`config.mk`:
```
export PLATFORM = sky130hd
export DESIGN_NAME = tx_buffer_scheduler
export DESIGN_NICKNAME = d
export VERILOG_FILES = /design/src/rtl/tx_buffer_scheduler_pkg.sv /design/src/rtl/tx_buffer_scheduler_rr.sv /design/src/rtl/tx_buffer_scheduler.sv
export SDC_FILE = /design/constraint.sdc
export NUM_CORES = 1
export LEC_CHECK = 0
export ABC_AREA = 1
export CELL_PAD_IN_SITES_DETAIL_PLACEMENT = 2
export CELL_PAD_IN_SITES_GLOBAL_PLACEMENT = 2
export CORE_ASPECT_RATIO = 1.4
export CORE_MARGIN = 5
export CORE_UTILIZATION = 12
export DETAILED_ROUTE_END_ITERATION = 8
export GPL_TIMING_DRIVEN = 0
export PLACE_DENSITY_LB_ADDON = 0.1
export SETUP_SLACK_MARGIN = 0.3
export SLEW_MARGIN = 10
export SYNTH_ARGS = -nofsm -noshare
export SYNTH_HDL_FRONTEND = slang
export SYNTH_SLANG_ARGS = --single-unit
export TNS_END_PERCENT = 5
```
`constraint.sdc`:
```
create_clock -name clk -period 1.5 [get_ports clk]
set_input_delay 0.3 -clock clk [delete_from_list [all_inputs] [get_ports clk]]
set_output_delay 0.3 -clock clk [all_outputs]
set_load 0.01 [all_outputs]
```
`src/rtl/tx_buffer_scheduler_pkg.sv`:
```
// tx_buffer_scheduler_pkg: shared flit width and scheduler state encoding
package tx_buffer_scheduler_pkg;
  localparam int PKT_FLIT_W = 32;
  typedef enum logic [1:0] {IDLE, XFER, BACKOFF, GAP} sched_state_t;
endpackage

```
`src/rtl/tx_buffer_scheduler_rr.sv`:
```
// rr_arbiter_comb: round-robin pick starting just after last, purely combinational
module rr_arbiter_comb #(
  parameter int N = 4
) (
  input  logic [N-1:0]         req,
  input  logic [$clog2(N)-1:0] last,
  output logic [$clog2(N)-1:0] grant,
  output logic                 any_req
);
  localparam int W = $clog2(N);
  always_comb begin
    grant = '0;
    for (int i = N; i > 0; i--)
      if (req[(int'(last) + i) % N]) grant = W'((int'(last) + i) % N);
  end
  assign any_req = |req;
endmodule

```
`src/rtl/tx_buffer_scheduler.sv`:
```
// tx_buffer_scheduler: round-robin packet scheduler with IFG and collision backoff/drop
module tx_buffer_scheduler
  import tx_buffer_scheduler_pkg::*;
#(
  parameter int NUM_BUF      = 4,
  parameter int FLIT_W       = PKT_FLIT_W,
  parameter int IFG          = 4,
  parameter int BACKOFF_UNIT = 8,
  parameter int MAX_RETRY    = 3
) (
  input  logic                        clk,
  input  logic                        rst_n,
  input  logic [NUM_BUF-1:0]          buf_valid,
  input  logic [NUM_BUF*FLIT_W-1:0]   buf_flit,
  input  logic [NUM_BUF-1:0]          buf_tail,
  output logic [NUM_BUF-1:0]          buf_pop,
  output logic [NUM_BUF-1:0]          buf_rewind,
  output logic [NUM_BUF-1:0]          buf_discard,
  output logic                        tx_valid,
  output logic [FLIT_W-1:0]           tx_flit,
  output logic                        tx_tail,
  input  logic                        tx_ready,
  input  logic                        tx_collision,
  output logic [$clog2(NUM_BUF)-1:0]  grant_id,
  output logic                        busy,
  output logic                        drop
);
  localparam int GW = $clog2(NUM_BUF);
  localparam int CW = $clog2(BACKOFF_UNIT << MAX_RETRY) + 1;
  localparam int RW = $clog2(MAX_RETRY + 2);
  sched_state_t state, state_n;
  logic [CW-1:0] cnt;
  logic [RW-1:0] retry;
  logic [GW-1:0] last_grant, arb_grant;
  logic [NUM_BUF-1:0] sel;
  logic any_req, xfer, col, hs, done, retry_ok;
  rr_arbiter_comb #(.N(NUM_BUF)) u_arb (
    .req(buf_valid), .last(last_grant), .grant(arb_grant), .any_req(any_req)
  );
  assign xfer     = state == XFER;
  assign col      = xfer & tx_collision;
  assign hs       = xfer & buf_valid[grant_id] & tx_ready & ~tx_collision;
  assign done     = hs & buf_tail[grant_id];
  assign retry_ok = retry < RW'(MAX_RETRY);
  assign sel      = NUM_BUF'(1) << grant_id;
  always_ff @(posedge clk)
    if (!rst_n) begin
      state      <= IDLE;
      retry      <= '0;
      cnt        <= '0;
      grant_id   <= '0;
      last_grant <= GW'(NUM_BUF - 1);
    end else begin
      state <= state_n;
      if (state == IDLE && any_req) begin
        grant_id <= arb_grant;
        retry    <= '0;
      end
      if (col && retry_ok) begin
        cnt   <= CW'((BACKOFF_UNIT << retry) - 1);
        retry <= retry + 1'b1;
      end else if (col || done) begin
        cnt        <= CW'(IFG - 1);
        last_grant <= grant_id;
      end else if (state == BACKOFF || state == GAP)
        cnt <= cnt - 1'b1;
    end
  always_comb
    case (state)
      IDLE:    state_n = any_req ? XFER : IDLE;
      XFER:    state_n = col ? (retry_ok ? BACKOFF : GAP) : (done ? GAP : XFER);
      BACKOFF: state_n = cnt != '0 ? BACKOFF : XFER;
      default: state_n = cnt != '0 ? GAP : IDLE;
    endcase
  always_comb begin
    tx_valid    = xfer & buf_valid[grant_id];
    tx_flit     = xfer ? buf_flit[grant_id*FLIT_W +: FLIT_W] : '0;
    tx_tail     = xfer & buf_tail[grant_id];
    buf_pop     = hs ? sel : '0;
    buf_rewind  = col && retry_ok ? sel : '0;
    buf_discard = col && !retry_ok ? sel : '0;
    drop        = col & ~retry_ok;
    busy        = state != IDLE;
  end
endmodule

```
==> summary.txt <==
Floorplan
  • I/O pin count: 190
  • Core footprint: 17,500 um^2
  • Die Y-Extent: 168 um
  • Initial core utilization: 12.3%
  • Standard-cell row count: 57
  • Total Die Area: 20,700 um^2
  • Die boundary width: 123 um

Power
  • Power Density: 1010 nW/um^2
  • Design internal power: 2.94 mW
  • Overall power consumption: 5.39 mW
  • Combinational share of power: 77.1%
  • Switching part of the total power: 45.5%
  • Switching power: 2.45 mW
  • Maximum VDD drop: 0.454 mV
  • Lkg Pwr: 2.15 nW
  • Clock power share: 11.1%
  • Share of power burned in registers: 11.8%

Timing
  • Ratio of final minimum period to clock period: 128%
  • Final slew viol count: 0
  • Number of hold violations in the final report: 0
  • Total setup violations reported at the end of the flow: 56
  • Shortest period the worst path allows: 1920 ps
  • Unrepaired setup endpoints after global routing: true
  • Clk_skew: 5.58 ps
  • Final total negative setup slack: -16,570 ps
  • Worst Max-Slew Pin Slew: 307 ps
  • Max transition margin: 79.5%
  • Fmax: 0.520 GHz
  • PnR worst setup slack: -422 ps

GRT
  • Met2 layer usage reported by global route: 28.6%
  • Global-route wire length before repair: 24,300 um
  • Largest net degree at the start of global routing: 11
  • M1 GR Usage: 16.3%
  • Vias in the first global route: 3,979
  • Final global-route overflow total: 0
  • Busiest layer in global routing: met2
  • Aggregate global-route resource usage: 15.1%
  • Number of antenna violations at the first check in global routing: 4
  • Met3 Resource Use GR: 4.43%

Routing
  • First-iteration detailed-routing DRC count: 96
  • 1st-pass router iterations: 4
  • Total detailed-routing wirelength: 16,600 um
  • Vias per cell: 4.39
  • Total via count after detailed routing: 3,664
  • Number of remaining DRC errors: 0
  • Average wire per standard cell: 19.9 um
  • Final antenna-violating net count: 0

Critical path
  • Maximum fanout count along the critical path: 7
  • Worst EP required: 1200 ps
  • Reg2Reg Setup Slack: -110 ps
  • Critical path type: reg -> out
  • Data arrival, critical path: 1620 ps
  • Critical path capture point type: output port
  • Type of element launching the critical path: flip-flop

Logic synthesis
  • Post-synthesis cell area: 2140 um^2
  • Number of warnings issued by yosys: 0
  • Area share of the largest cell type after synthesis: 16.8%
  • Mean Syn Cell Area: 5.83 um^2
  • Syn nets: 514
  • Seq/Total Area, Yosys: 14.9%
  • Cell types occupying the most area after synthesis: sky130_fd_sc_hd__nand3_1 (17%), sky130_fd_sc_hd__dfxtp_1 (15%), sky130_fd_sc_hd__a22oi_1 (11%)
  • Top cell type by total area after synthesis: sky130_fd_sc_hd__nand3_1
  • Number of distinct library cells after synthesis: 30
  • Flip-flop and latch count after synthesis: 16
  • Gate count of the mapped netlist: 368

Clocking
  • CTS tree: yes
  • Bufs on Longest Clock Path: 2
  • H-Tree Depth: 1
  • Inserted Clock Buffers: 3
  • Number of sinks driven by the clock tree: 16
  • Root Driver: sky130_fd_sc_hd__clkbuf_16
  • Clock Latency Late Sink: 250 ps
  • Clock slew at the register clock pins of the worst setup and hold paths: 50 ps
  • Hold-fix buffers at CTS: 0

Placed design
  • # port buffers: 189
  • HPWL after DPL: 13,300 um
  • Routability Congestion: 0.801

Outcome
  • Status: finished with violations
  • Violations in the final reports: setup timing

Run
  • Max-Cap Viols: 0

Cells and area
  • NumNets Final: 744
  • Top library cells by usage in the layout, fill and taps aside: sky130_fd_sc_hd__clkdlybuf4s50_1 (134), sky130_fd_sc_hd__nand3_1 (69), sky130_fd_sc_hd__nand2_1 (43)
  • Area grow syn2layout: 149%
  • Proportion of layout cells with a drive suffix above 1: 37.0%
  • Commonest non-fill, non-tap cell in the layout: sky130_fd_sc_hd__clkdlybuf4s50_1

Min path
  • Worst hold path type: reg -> reg
## registers in the layout, summed over array words and instances, names as in the netlist
name / count
cnt: 7
retry: 3
grant_id: 2
last_grant: 2
state: 2
## what timing repair did
action / 4_1_cts / 5_1_grt
resized for setup: 277 / 66
gates cloned: 1 / 1
buffers inserted: 28 / 6
pin swaps: 14 / 18
setup endpoints to repair: 66 / 65
## kinds of logic (layout without fill, tap and decap cells)
logic type	count (synthesis)	in the layout	synth area share (%)
xor gates and xnor gates	7	7	2.86
other	0	2	0
buffers and inverters	68	297	12.3
and+or+nand+nor	169	169	36.9
DFF	16	16	14.9
adders and majority gates	6	6	3.50
AOI/OAI and AO/OA	102	102	29.6
## critical path: stages, from the launching register on
cell	delay, ps
sky130_fd_sc_hd__dfxtp_4	370
sky130_fd_sc_hd__inv_8	80
sky130_fd_sc_hd__nor2_4	40
sky130_fd_sc_hd__buf_12	130
sky130_fd_sc_hd__buf_8	120
sky130_fd_sc_hd__buf_6	110
sky130_fd_sc_hd__buf_6	110
sky130_fd_sc_hd__a22oi_2	150
sky130_fd_sc_hd__a31oi_2	100
sky130_fd_sc_hd__buf_2	150
## worst paths after layout
check                    from          end  depth (start not counted)
setup reg to reg  grant_id[0]       cnt[4]                         11
setup / recovery  grant_id[0]  tx_flit[14]                          9
hold / removal       retry[2]     retry[2]                          2
hold reg to reg      retry[2]     retry[2]                          2
## layer usage
layer / part of all wire (%) / up-vias
met3: 8.9 / 20
met5: 0.24 / -
met1: 36 / 1751
li1: - / 1760
met2: 53 / 127
met4: 1.6 / 6
## metrics by stage
stage                     hold slack (ps)  setup slack, ps  instance area, um^2  utilization (%)  cells
after CTS                             535             -518                 5120             29.3    826
after floorplan                       465             78.1                 2450                -    368
after global placement                517             -912                 4640             26.6    793
final                                 521             -422                 5340             30.5    835
after global routing                  565             -509                 5330             30.5    833
after detailed placement              534             -902                 4640             26.6    793
## cells in the mapped netlist
cell                       instances
sky130_fd_sc_hd__a21oi_1          15
sky130_fd_sc_hd__a22oi_1          32
sky130_fd_sc_hd__a31oi_1          33
sky130_fd_sc_hd__and3_1            1
sky130_fd_sc_hd__buf_1             2
sky130_fd_sc_hd__buf_2             3
sky130_fd_sc_hd__buf_4             1
sky130_fd_sc_hd__clkbuf_1         20
sky130_fd_sc_hd__clkinv_1          1
sky130_fd_sc_hd__dfxtp_1          16
sky130_fd_sc_hd__ha_1              6
sky130_fd_sc_hd__inv_1            38
sky130_fd_sc_hd__inv_2             3
sky130_fd_sc_hd__nand2_1          51
sky130_fd_sc_hd__nand2_2           2
sky130_fd_sc_hd__nand3_1          72
sky130_fd_sc_hd__nand3_2           1
sky130_fd_sc_hd__nand3b_1          1
sky130_fd_sc_hd__nand4_1           3
sky130_fd_sc_hd__nand4_4           1
sky130_fd_sc_hd__nor2_1           31
sky130_fd_sc_hd__nor2_2            2
sky130_fd_sc_hd__nor2_4            2
sky130_fd_sc_hd__nor3_1            1
sky130_fd_sc_hd__o211ai_1          1
sky130_fd_sc_hd__o21ai_0          20
sky130_fd_sc_hd__o21ai_1           1
sky130_fd_sc_hd__or2_1             1
sky130_fd_sc_hd__xnor2_1           2
sky130_fd_sc_hd__xor2_1            5
## power by group through the flow
stage	Clock (mW)	Sequential [mW]	Combinational, mW
after floorplan	0	0.606	1.82
after global placement	0	0.622	3.31
after detailed placement	0	0.628	3.36
after CTS	0.619	0.634	3.92
after global routing	0.639	0.654	4.49
final	0.600	0.637	4.15
## layout make-up
class	count	area [um^2]
Tap cell	236	295
Fill cell	2045	12100
Timing Repair Buffer	225	2100
Buffer	26	307
Sequential cell	16	339
Multi-Input combinational cell	284	2020
Clock buffer	4	88.8
Inverter	42	185
Antenna cell	2	5.00
Note: power is estimated with default switching activity, not from simulation.
